## config.mk

```make
export PLATFORM = sky130hd
export DESIGN_NAME = blink_monitor_flat
export DESIGN_NICKNAME = d
export VERILOG_FILES = /design/src/rtl/blink_pkg.sv /design/src/rtl/blink_monitor_if.sv /design/src/rtl/blink_edge_det.sv /design/src/rtl/blink_monitor.sv /design/src/flat_wrapper.sv
export SDC_FILE = /design/constraint.sdc
export NUM_CORES = 1
export LEC_CHECK = 0
export BUFFER_PORTS_ARGS = -buffer_cell sky130_fd_sc_hd__buf_2
export CORE_AREA = 4 4 62 79
export DETAILED_ROUTE_END_ITERATION = 12
export DIE_AREA = 0 0 66 83
export PLACE_DENSITY = 0.72
export SYNTH_ARGS = -nofsm -noshare
export SYNTH_HDL_FRONTEND = slang
export SYNTH_SLANG_ARGS = --single-unit
```

## constraint.sdc

```tcl
create_clock -name clk -period 1.9 [get_ports clk]
set_clock_uncertainty 0.1 [all_clocks]
set_input_delay 0.19 -clock clk [delete_from_list [all_inputs] [get_ports clk]]
set_output_delay 0.19 -clock clk [all_outputs]
set_load 0.1 [all_outputs]
```

## src/rtl/blink_pkg.sv

```systemverilog
// Shared types and default parameter values for the blink monitor slice.
package blink_pkg;

  // Monitor FSM states: IDLE waits for the first edge after reset, MEASURE
  // times complete halves, STUCK means the line has stopped toggling.
  typedef enum logic [1:0] {
    IDLE    = 2'd0,
    MEASURE = 2'd1,
    STUCK   = 2'd2
  } mon_state_t;

  // Default sizing used when the monitor is instantiated without overrides.
  localparam int DEF_CNT_W    = 16;
  localparam int DEF_TIMEOUT  = 50000;
  localparam int DEF_MIN_HALF = 4;

  // Width of the free-running edge counter.
  localparam int TOGGLE_W = 8;

endpackage

```

## src/rtl/blink_monitor_if.sv

```systemverilog
// Bundle of the observed blink line and the measurement results.
// The master side drives the blink line and reads results; the slave side
// (the monitor) samples the line and drives the results.
interface blink_monitor_if #(
  parameter int CNT_W = 16
);

  logic             blink_in;
  logic [CNT_W-1:0] half_cnt;
  logic             half_level;
  logic             half_valid;
  logic             glitch;
  logic             stuck;
  logic [7:0]       toggle_cnt;

  modport master (
    output blink_in,
    input  half_cnt,
    input  half_level,
    input  half_valid,
    input  glitch,
    input  stuck,
    input  toggle_cnt
  );

  modport slave (
    input  blink_in,
    output half_cnt,
    output half_level,
    output half_valid,
    output glitch,
    output stuck,
    output toggle_cnt
  );

endinterface

```

## src/rtl/blink_edge_det.sv

```systemverilog
// Edge detector for the blink line: remembers last cycle's level and flags
// any change. The remembered level is the level of the half that just ended
// whenever an edge is flagged.
module blink_edge_det (
  input  logic clk,
  input  logic rst,
  input  logic blink_i,
  output logic edge_o,
  output logic level_o
);

  logic prev_q;

  // Previous-level register; cleared on reset so a line held high at reset
  // release shows up as one (unreported) first edge.
  always_ff @(posedge clk) begin
    if (rst) begin
      prev_q <= 1'b0;
    end else begin
      prev_q <= blink_i;
    end
  end

  assign edge_o  = blink_i ^ prev_q;
  assign level_o = prev_q;

endmodule

```

## src/rtl/blink_monitor.sv

```systemverilog
// Receive-side blink monitor: measures each half-period of a toggling line,
// flags halves shorter than MIN_HALF as glitches, and raises stuck when the
// line has not changed for TIMEOUT cycles. TIMEOUT must fit in CNT_W bits.
module blink_monitor
  import blink_pkg::*;
#(
  parameter int CNT_W    = DEF_CNT_W,
  parameter int TIMEOUT  = DEF_TIMEOUT,
  parameter int MIN_HALF = DEF_MIN_HALF
) (
  input  logic          clk,
  input  logic          rst,
  blink_monitor_if.slave bus
);

  localparam logic [CNT_W-1:0] TimeoutC = CNT_W'(TIMEOUT);
  localparam logic [CNT_W-1:0] MinHalfC = CNT_W'(MIN_HALF);
  localparam logic [CNT_W-1:0] CntOne   = CNT_W'(1);

  logic                toggled;
  logic                lastLevel;
  logic                atTimeout;
  logic                legalHalf;

  mon_state_t          state_q;
  logic [CNT_W-1:0]    cnt_q;
  logic [CNT_W-1:0]    cnt_d;
  logic [CNT_W-1:0]    halfCnt_q;
  logic                halfLevel_q;
  logic                halfValid_q;
  logic                glitch_q;
  logic                stuck_q;
  logic [TOGGLE_W-1:0] toggleCnt_q;
  logic [TOGGLE_W-1:0] toggleCnt_d;

  blink_edge_det u_edge (
    .clk     (clk),
    .rst     (rst),
    .blink_i (bus.blink_in),
    .edge_o  (toggled),
    .level_o (lastLevel)
  );

  // Half-period counter next value: restart at 1 on an edge so that a line
  // toggling every N cycles reads N at its next edge; otherwise count up and
  // pin at TIMEOUT so a dead line never wraps back into a legal-looking value.
  always_comb begin
    cnt_d = cnt_q;
    if (toggled) begin
      cnt_d = CntOne;
    end else if (cnt_q >= TimeoutC) begin
      cnt_d = TimeoutC;
    end else begin
      cnt_d = cnt_q + CntOne;
    end
  end

  // Edge counter next value; wraps naturally at 255 -> 0.
  always_comb begin
    toggleCnt_d = toggleCnt_q;
    if (toggled) begin
      toggleCnt_d = toggleCnt_q + TOGGLE_W'(1);
    end
  end

  // Decode helpers for the FSM, evaluated on the registered count.
  assign atTimeout = (cnt_q == TimeoutC);
  assign legalHalf = (cnt_q >= MinHalfC);

  // Counter, FSM and all result registers. Pulses default low every cycle.
  // An edge always takes priority over the timeout so a half of exactly
  // TIMEOUT cycles is reported rather than flagged stuck.
  always_ff @(posedge clk) begin
    if (rst) begin
      state_q     <= IDLE;
      cnt_q       <= '0;
      halfCnt_q   <= '0;
      halfLevel_q <= 1'b0;
      halfValid_q <= 1'b0;
      glitch_q    <= 1'b0;
      stuck_q     <= 1'b0;
      toggleCnt_q <= '0;
    end else begin
      cnt_q       <= cnt_d;
      toggleCnt_q <= toggleCnt_d;
      halfValid_q <= 1'b0;
      glitch_q    <= 1'b0;
      unique case (state_q)
        IDLE: begin
          if (toggled) begin
            state_q <= MEASURE;
          end else if (atTimeout) begin
            state_q <= STUCK;
            stuck_q <= 1'b1;
          end
        end
        MEASURE: begin
          if (toggled) begin
            if (legalHalf) begin
              halfCnt_q   <= cnt_q;
              halfLevel_q <= lastLevel;
              halfValid_q <= 1'b1;
            end else begin
              glitch_q <= 1'b1;
            end
          end else if (atTimeout) begin
            state_q <= STUCK;
            stuck_q <= 1'b1;
          end
        end
        STUCK: begin
          if (toggled) begin
            state_q <= MEASURE;
            stuck_q <= 1'b0;
          end
        end
        default: begin
          state_q <= IDLE;
          stuck_q <= 1'b0;
        end
      endcase
    end
  end

  assign bus.half_cnt   = halfCnt_q;
  assign bus.half_level = halfLevel_q;
  assign bus.half_valid = halfValid_q;
  assign bus.glitch     = glitch_q;
  assign bus.stuck      = stuck_q;
  assign bus.toggle_cnt = toggleCnt_q;

endmodule

```

## src/flat_wrapper.sv

```systemverilog
// flat-port wrapper written by rule: the top's interface ports become plain ports
module blink_monitor_flat import blink_pkg::*;
#(
  parameter int CNT_W    = DEF_CNT_W,
  parameter int TIMEOUT  = DEF_TIMEOUT,
  parameter int MIN_HALF = DEF_MIN_HALF
)
  (clk, rst, bus_blink_in, bus_half_cnt, bus_half_level, bus_half_valid, bus_glitch, bus_stuck, bus_toggle_cnt);
  blink_monitor_if #(.CNT_W(CNT_W)) bus_i ();
  input  logic clk;
  input  logic rst;
  input wire logic [$bits(bus_i.blink_in)-1:0] bus_blink_in;
  output wire logic [$bits(bus_i.half_cnt)-1:0] bus_half_cnt;
  output wire logic [$bits(bus_i.half_level)-1:0] bus_half_level;
  output wire logic [$bits(bus_i.half_valid)-1:0] bus_half_valid;
  output wire logic [$bits(bus_i.glitch)-1:0] bus_glitch;
  output wire logic [$bits(bus_i.stuck)-1:0] bus_stuck;
  output wire logic [$bits(bus_i.toggle_cnt)-1:0] bus_toggle_cnt;
  assign bus_i.blink_in = bus_blink_in;
  assign bus_half_cnt = bus_i.half_cnt;
  assign bus_half_level = bus_i.half_level;
  assign bus_half_valid = bus_i.half_valid;
  assign bus_glitch = bus_i.glitch;
  assign bus_stuck = bus_i.stuck;
  assign bus_toggle_cnt = bus_i.toggle_cnt;
  blink_monitor #(.CNT_W(CNT_W), .TIMEOUT(TIMEOUT), .MIN_HALF(MIN_HALF)) u_core (.clk(clk), .rst(rst), .bus(bus_i));
endmodule
```

# == After elaboration in Yosys (flattened, before gate mapping) ==
# Index checks and enable logic that the tools add are counted.
# classes
add_sub_neg,2
n_lt_le_gt_ge,2
n_eq_ne,7
muxes,13
n_bitwise,3
reduce_logical,8
# op_table
cell,n
$add 16x1->16 const B,1
$eq 16x16->1 const B,1
$ge 16x16->1 const B,1
$ge 16x3->1 const B,1
$mux 16,1
$add 8x1->8 const B,1
$mux 2,4
$mux 1,6
$pmux 2 s3,1
$reduce_and 3->1,2
$reduce_or 3->1,2
$ne 2x1->1 const B,2
$ne 2x2->1 const B,2
$reduce_or 2->1,2
$eq 2x1->1 const B,1
$eq 2x2->1 const B,1
$logic_not 2->1,1
$not 1->1,2
$pmux 1 s2,1
$reduce_and 2->1,1
$xor 1x1->1,1
# totals
register_bits,47
out_inout_bits,28
word_cells,46

# == Depth between registers and ports, before layout ==
# Gate-level depths: netlist of run 1.
# depth
depth_word,4
ltp_mapped,6
mapped_depth_nobuf,6

# == Modules after synthesis ==
# From an unflattened synthesis of run 1, not the netlist that was laid out.
# hier_totals
hier_cells,227
area_unflattened_um2,2044.5
# modules_own_cells
mod,n_inst,cells_per_inst,area_per_inst_um2,seq_area_each_um2
blink_monitor,1,224,2009.4,920.9
blink_edge_det,1,3,35.0,20.0

# == Least setup slack after synthesis of run 1 ==
# Ideal clock, no wire load.
# synth_path
path_kind,flip-flop to flip-flop
from,reg u_core.cnt_q[2]
to,"reg u_core.stuck_q, in the netlist u_core.bus.stuck"
setup_time_ns,0.067
arrival_time_ns,1.896
required_ns,1.733
setup_slack_ns,-0.164
stages_incl_launch_ff,6
path_buffers,1
period_less_slack_ns,2.064
path_cell_list,dfxtp_1 > buf_6 > or4_4 > or4_4 > or3_1 > a21oi_2
# synth_via
elab_chain_len,3
# synth_rtl
item,line,rtl
"start, declared",blink_monitor.sv:26,logic [CNT_W-1:0] cnt_q;
"start signal, assigned",blink_monitor.sv:84,cnt_q <= cnt_d;
$eq 16x16->1,blink_monitor.sv:67,assign atTimeout = (cnt_q == TimeoutC);
$ne 2x1->1 (no source line),n/a,
$reduce_and 3->1 (no source line),n/a,
"end signal, assigned",blink_monitor.sv:81,stuck_q <= 1'b0;
"end signal, assigned",blink_monitor.sv:94,stuck_q <= 1'b1;
"end signal, assigned",blink_monitor.sv:108,stuck_q <= 1'b1;
"end, declared",blink_monitor.sv:32,logic stuck_q;
# No other way between the ends.
# A chain may end at the register's enable or synchronous reset.

# == Final worst setup path of run 1 ==
# layout_path
from,reg u_core.cnt_q[7]
to,"reg u_core.stuck_q, in the netlist u_core.bus.stuck"
# Same word-level chain as after synthesis.

==> impl_metrics.yaml, run 1 <==
outcome:
  status: "complete, but fails checks"
  violations: "setup timing"
min_path:
  hold_path_end: "u_core.u_edge.level_o"
  hold_start: "bus_blink_in"
  hp-class: "in -> reg"
  min_delay_path_depth: 2
pwr:
  cellPowerDensity_nw_per_um2: 716
  p_total_mw: 1.81
  peakVddDrop_mv: 0.395
  p_leak_nw: 1.00
timing:
  worst_pin_slew_ps: 488
  max_slew_margin_pct: 67.7
  slew_violations: 0
  timing.final.ws_setup_ps: -137
  min_period_over_period_pct: 107
  hold_viol_final: 0
  layout_min_cycle_time_ps: 2040
  clock.fmax_ghz: 0.491
  setup-violations-final: 3
  rsz0062_at_grt: "yes"
yosys:
  synth_nets: 234
  synth_top_area_share_pct: 46.5
  yosysMostFrequentCell: "dfxtp_1"
  synth_commonest_cells: "dfxtp_1, nand2_1, nor2_1"
  synth_cell_type_count: 39
  synth_ff_type: "dfxtp_1"
  synth_edf_count: 0
  synth_cells: 228
  synth_area_per_cell_um2: 8.87
  synth_top_area_cell: "dfxtp_1"
  synthTopCellsByArea: "dfxtp_1, nand2_1, mux2i_1"
  ys_async_sr_fraction_pct: 0
  synth.ff_latch_count: 47
  syn-cell-area_um2: 2020
  synth_seq_area_share_pct: 46.5
  yosys_warnings: 0
drt:
  postRouteAntennaNets: 0
  firstDrtPassIters: 4
  via_count: 1764
  wire_per_inst_um: 13.2
  wirelength_um: 4470
  viasPerCell: 5.20
  drt_iter0_markers: 100
  drc: 0
global_routing:
  grt_pass1_wl_um: 7650
  grt_pass1_vias: 1701
  overflow: 0
  grt_max_degree: 23
  antenna_found_initial: 0
  grt_usage_pct: 17.5
final_layout:
  nNetsFinal: 286
  area_growth_pct: 25.0
  postLayoutCoreUtil_pct: 59.9
  drive_above_1_share_pct: 29.2
  final_cells: 339
  antenna_cells: 0
setup_path:
  r2r-start: "u_core.cnt_q[7]"
  cp.required_ps: 2030
  critPathKind: "reg -> reg"
  arrival_ps: 2170
  worst-r2r-setup-slack_ps: -140
  r2r_cells: 4
  startpoint_type: "flip-flop"
  endpoint_kind: "flip-flop"
  cp_max_fo: 2
  rr_endpoint: "u_core.bus.stuck"
cts:
  cts.sinks: 47
  cts_tree: "done"
  clock-root-buffer: "clkbuf_8"
  cts_made_buffers: 5
  path_clk_slew_ps: 80
  ctsHoldBuffers: 0
  cts_max_level: 2
  clockBufferDepth: 2
  clk_latency_ps: 300
placed_design:
  routabilityCongestion: 0.901
  place_inst: 329
  numPortBuffers: 30
  dp_hpwl_um: 3270
die:
  ios: 31
  start_util_pct: 47.9
  rows: 27
  core_um2: 4220
  die_h_um: 83
  die_x_um: 66
  dieArea_um2: 5480
run:
  drv_cap: 0
## sequential cells by signal (all words and copies together), names as in the netlist
signal                 flops
u_core.cnt_q              16
u_core.bus.toggle_cnt      8
u_core.state_q             2
u_core.bus.stuck           1
u_core.bus.half_cnt       16
u_core.bus.glitch          1
u_core.u_edge.level_o      1
u_core.bus.half_valid      1
u_core.bus.half_level      1
## kinds of logic (layout without fill, tap and decap cells)
family	after synthesis	after routing	synth area share [%]
xor+xnor	18	18	7.79
buf+inv	23	76	4.70
simple gates	98	98	24.6
flops	47	47	46.5
mux	11	11	5.50
compound gates	28	28	9.03
fa+ha+maj	3	3	1.86
## worst max-delay path by stage
stage / end / startpoint / cells past startpoint
global route: u_core.bus.stuck / u_core.cnt_q[7] / 4
floorplan: u_core.bus.stuck / u_core.cnt_q[13] / 4
finish: u_core.bus.stuck / u_core.cnt_q[7] / 4
CTS: u_core.bus.stuck / u_core.cnt_q[2] / 4
detailed placement: u_core.bus.stuck / u_core.cnt_q[13] / 4
global placement: u_core.bus.stuck / u_core.cnt_q[13] / 4
## what timing repair did
item                       CTS  global route
cloned                       0             0
setup buffers                0             2
gates resized for setup      2             5
setup endpoints to repair    3             3
pin swaps                    2             3
## placed cells by master (no fill, tap or decap), types with 6 or more instances in the layout
cell type / count
nand4_1: 8
nand2_1: 27
nor3_1: 6
dfxtp_1: 43
inv_1: 7
mux2i_1: 10
xor2_1: 9
buf_4: 29
xnor2_1: 9
nor2_1: 22
clkbuf_8: 6
buf_2: 30
nand3_1: 10
a21oi_1: 8
## layer usage
metal / vias up / share of wire [%] / track usage [%]
met5: - / 0 / 0
met4: 0 / 2.0 / 6.84
met3: 10 / 5.4 / 4.60
met2: 47 / 51 / 28.6
met1: 823 / 42 / 21.6
li1: 884 / - / -
## per-stage QoR
stage | hold slack [ps] | instance area (um^2) | setup TNS, ps | setup slack (ps)
after floorplan | 218 | 2030 | -142 | -142
after global placement | 329 | 2400 | -237 | -131
after detailed placement | 342 | 2400 | -319 | -156
after CTS | 32.1 | 2500 | -282 | -124
after global routing | 53.7 | 2530 | -359 | -160
final | 36.0 | 2530 | -307 | -137
## report_power, final
group          switching [mW]  internal, mW  total [mW]
Sequential             0.0143          1.00        1.01
Clock                   0.328         0.298       0.626
Combinational           0.121        0.0500       0.171
## cell type report
cell class / count / area (um^2)
clock buffer: 7 / 86.3
clock inverter: 1 / 8.76
fill: 373 / 1690
inverter: 8 / 30.0
multi-input combinational: 158 / 1010
sequential: 47 / 946
tap: 58 / 72.6
timing repair buffer: 60 / 379
## critical path, stage by stage (launching register included)
cell	delay (ps)
dfxtp_2	320
or4_4	530
or4_4	560
or3_4	340
a21oi_2	120
Power figures use the tool's default switching activity.
==> inputs of run 2 (changes only) <==
--- a/config.mk
+++ b/config.mk
@@ -6,10 +6,12 @@
 export NUM_CORES = 1
 export LEC_CHECK = 0
 export BUFFER_PORTS_ARGS = -buffer_cell sky130_fd_sc_hd__buf_2
-export CORE_AREA = 4 4 62 79
+export CELL_PAD_IN_SITES_DETAIL_PLACEMENT = 1
+export CELL_PAD_IN_SITES_GLOBAL_PLACEMENT = 2
+export CORE_AREA = 4 4 79 99
 export DETAILED_ROUTE_END_ITERATION = 12
-export DIE_AREA = 0 0 66 83
-export PLACE_DENSITY = 0.72
+export DIE_AREA = 0 0 83 103
+export PLACE_DENSITY_LB_ADDON = 0.1
 export SYNTH_ARGS = -nofsm -noshare
 export SYNTH_HDL_FRONTEND = slang
 export SYNTH_SLANG_ARGS = --single-unit
==> impl_metrics.yaml, run 2 (synthesis results as in run 1) <==
outcome:
  status: "complete, but fails checks"
  violations: "setup timing"
drt:
  drc: 0
  routed.top_layer: "met4"
  wl_met3_um: 162
  viasPerCell: 4.71
  firstDrtPassIters: 4
  drt_iter0_markers: 40
  routed-wl-met2_um: 2700
  wire_per_inst_um: 14.5
  via_count: 1742
  wirelength_um: 5370
  postRouteAntennaNets: 0
  drt-met1-wl_um: 2440
timing:
  rsz0062_at_grt: "yes"
  whs_ps: 59.2
  max_slew_margin_pct: 67.6
  min_period_over_period_pct: 106
  timing.final.ws_setup_ps: -117
  worst_pin_slew_ps: 490
  setup-violations-final: 3
  hold_viol_final: 0
  setup-tns-final_ps: -273
  layout_min_cycle_time_ps: 2020
  slew_violations: 0
  clock.fmax_ghz: 0.496
final_layout:
  antenna_cells: 0
  drive_above_1_share_pct: 27.9
  nNetsFinal: 286
  area_growth_pct: 27.2
  final_common_cell: "dfxtp_1"
  final_cell_mix: "dfxtp_1, buf_2, buf_4"
die:
  die_x_um: 83
  rows: 34
  dieArea_um2: 8550
  start_util_pct: 29.4
  die_h_um: 103
  core_um2: 6890
  ios: 31
cts:
  clock-root-buffer: "clkbuf_8"
  path_clk_slew_ps: 80
  cts_made_buffers: 5
  cts_max_level: 2
  clk_latency_ps: 300
  cts_tree: "done"
  clockBufferDepth: 2
  cts.sinks: 47
min_path:
  min_delay_path_depth: 2
  hold_start: "bus_blink_in"
  hp-class: "in -> reg"
global_routing:
  grt_pass1_vias: 1854
  grt_usage_pct: 13.3
  grt_max_degree: 25
  antenna_found_initial: 0
  grt_pass1_wl_um: 9060
  overflow: 0
setup_path:
  r2r-start: "u_core.cnt_q[5]"
  startpoint: "u_core.cnt_q[5]"
  cp_max_fo: 2
  cp.required_ps: 2040
  startpoint_type: "flip-flop"
  critPathKind: "reg -> reg"
  arrival_ps: 2150
  r2r_cells: 5
  endpoint_kind: "flip-flop"
pwr:
  power_switching_mw: 0.465
  p_total_mw: 1.90
  p_leak_nw: 0.997
  p_clk_share_pct: 37.4
  pwr-share-comb_pct: 9.3
  cellPowerDensity_nw_per_um2: 739
  p_int_mw: 1.44
  peakVddDrop_mv: 0.235
  swShare_pct: 24.5
  seqPwrFrac_pct: 53.2
placed_design:
  post-place-ws_ps: -192
  routabilityCongestion: 0.721
  numPortBuffers: 30
  dp_hpwl_um: 4040
run:
  drv_cap: 0
[run 2: final timing paths]
path,endpoint,slack (ps)
worst max register to register,u_core.state_q[1],-120
worst max-delay path,u_core.state_q[1],-120
worst min-delay path,u_core.u_edge.level_o,60
worst min register to register,u_core.bus.half_cnt[6],350
[run 2: cell type report]
cell class	instances	area, um^2
fillers	869	4320
inverters	8	30.0
multi-input cells	158	991
clock buffers	6	72.6
clock inverters	1	30.0
repair buffers	60	392
flip-flops and latches	47	946
well taps	90	113
[run 2: worst max-delay path, cell delays in order (launching register included)]
cell,delay [ps]
dfxtp_2,330
or4_4,530
or4_4,550
buf_6,130
mux2_2,250
nor2_1,70
[run 2: metal layers]
layer | GRT usage [%] | up-vias
met5 | 0 | -
li1 | - | 887
met4 | 4.53 | 0
met2 | 24.6 | 26
met1 | 15.0 | 823
met3 | 3.12 | 6
[run 2: power groups by stage]
| stage | Combinational, mW | Sequential [mW] | Clock, mW |
|---|---|---|---|
| 5_1_grt | 0.195 | 1.02 | 0.780 |
| 3_5_place_dp | 0.181 | 1.04 | 0 |
| 4_1_cts | 0.182 | 1.01 | 0.747 |
| 3_3_place_gp | 0.181 | 1.04 | 0 |
| 2_1_floorplan | 0.0721 | 1.08 | 0 |
| 6_report | 0.178 | 1.01 | 0.712 |
[run 2: repair_timing]
action | CTS | global route
endpoints found under the hold margin | 0 | 0
endpoints found under the setup margin | 3 | 3
pin swaps | 3 | 0
gates resized for setup | 2 | 1
setup buffers | 1 | 0
hold buffers | 0 | 0
[run 2: through the flow]
stage | cell area, um^2 | std cells | utilization (%)
after global placement | 2460 | 362 | 35.7
after global routing | 2570 | 370 | 37.3
final | 2570 | 370 | 37.3
after CTS | 2570 | 370 | 37.3
after floorplan | 2030 | 228 | -
after detailed placement | 2460 | 362 | 35.7
==> inputs of run 3 (changes only) <==
==> constraint.sdc (replaced) <==
create_clock -name clk -period 1.9 [get_ports clk]
set_clock_uncertainty 0.1 [all_clocks]
set_input_delay 0 -clock clk [delete_from_list [all_inputs] [get_ports clk]]
set_output_delay 0 -clock clk [all_outputs]
set_load 0.1 [all_outputs]
==> impl_metrics.yaml, run 3 (synthesis results as in run 1) <==
outcome:
  status: "complete, but fails checks"
  violations: "setup timing"
die:
  die_x_um: 83
  ios: 31
  dieArea_um2: 8550
  core_um2: 6890
  die_h_um: 103
  start_util_pct: 29.4
  rows: 34
drt:
  drc: 0
  viasPerCell: 4.68
  wire_per_inst_um: 14.3
  wirelength_um: 5280
  firstDrtPassIters: 4
  via_count: 1731
  drt_iter0_markers: 39
  postRouteAntennaNets: 0
final_layout:
  multi_input_area_um2: 1010
  fillers: 818
  final_cell_mix: "dfxtp_1, buf_2, nand2_1"
  seqCellArea_um2: 946
  nNetsFinal: 285
  drive_above_1_share_pct: 28.6
  area_growth_pct: 26.8
  final_common_cell: "dfxtp_1"
  final_cells: 370
  antenna_cells: 0
cts:
  cts_made_buffers: 5
  cts_tree: "done"
  path_clk_slew_ps: 90
  cts.sinks: 47
  clock-root-buffer: "clkbuf_8"
  clockBufferDepth: 2
  clk_latency_ps: 290
  cts_max_level: 2
min_path:
  hp-class: "in -> reg"
timing:
  slew_violations: 0
  clock.fmax_ghz: 0.496
  setup-violations-final: 3
  max_slew_margin_pct: 67.7
  layout_min_cycle_time_ps: 2020
  hold_viol_final: 0
  min_period_over_period_pct: 106
  worst_pin_slew_ps: 489
  timing.final.ws_setup_ps: -118
  whs_ps: 42.1
  rsz0062_at_grt: "yes"
global_routing:
  antenna_found_initial: 0
  grt_pass1_vias: 1862
  grt_pass1_wl_um: 9320
  grt_usage_pct: 13.5
  grt_max_degree: 26
  overflow: 0
setup_path:
  critPathKind: "reg -> reg"
  endpoint_kind: "flip-flop"
  startpoint_type: "flip-flop"
  cp.required_ps: 2030
  arrival_ps: 2150
  cp_max_fo: 2
pwr:
  p_total_mw: 1.78
  p_leak_nw: 0.986
  cellPowerDensity_nw_per_um2: 694
  peakVddDrop_mv: 0.326
placed_design:
  routabilityCongestion: 0.740
  numPortBuffers: 30
  post-place-ws_ps: -195
  place_inst: 360
  dp_hpwl_um: 3970
run:
  drv_cap: 0
==> run 3: layout make-up <==
type	count	area share (%)
timing repair buffer	59	15.1
clock buffer	7	2.98
sequential	47	36.9
clock inverter	1	0.195
tap	90	4.39
inverter	8	1.17
multi-input combinational	158	39.3
==> run 3: worst paths after layout <==
path / from / to / slack (ps) / depth (start not counted)
hold reg to reg: u_core.bus.half_cnt[6] / u_core.bus.half_cnt[6] / 350 / 2
setup reg to reg: u_core.cnt_q[7] / u_core.state_q[1] / -120 / 5
hold / removal: rst / u_core.bus.toggle_cnt[1] / 40 / 2
setup / recovery: u_core.cnt_q[7] / u_core.state_q[1] / -120 / 5
==> run 3: power by group <==
group          internal (mW)  total [mW]  switching (mW)
clock                  0.259       0.590           0.331
sequential              1.00        1.01          0.0139
combinational         0.0518       0.177           0.125
total                   1.31        1.78           0.470
==> run 3: metal layers <==
metal / up-vias / share of wire, % / global-route usage, %
met5: - / 0 / 0
met4: 0 / 0.98 / 3.77
met3: 4 / 2.7 / 2.88
met2: 24 / 51 / 24.4
met1: 821 / 45 / 16.2
li1: 882 / - / -
==> run 3: per-stage QoR <==
stage	util (%)	area, um^2	TNS [ps]
2_1_floorplan	-	2030	-142
3_3_place_gp	35.4	2440	-409
3_5_place_dp	35.4	2440	-445
4_1_cts	37.0	2550	-283
5_1_grt	37.2	2560	-402
6_report	37.2	2560	-249
==> run 3: repair_timing <==
item | CTS | global route
hold endpoints to repair | 1 | 0
pin swaps | 4 | 0
buffers inserted | 1 | 0
gates resized for setup | 3 | 4
hold buffers | 1 | 0
setup endpoints to repair | 3 | 5
==> run 3: critical path: stages (launching register included) <==
cell and delay, ps:
dfxtp_1 320, or4_4 530, or4_4 550, buf_6 140, mux2_2 250, nor2_1 70
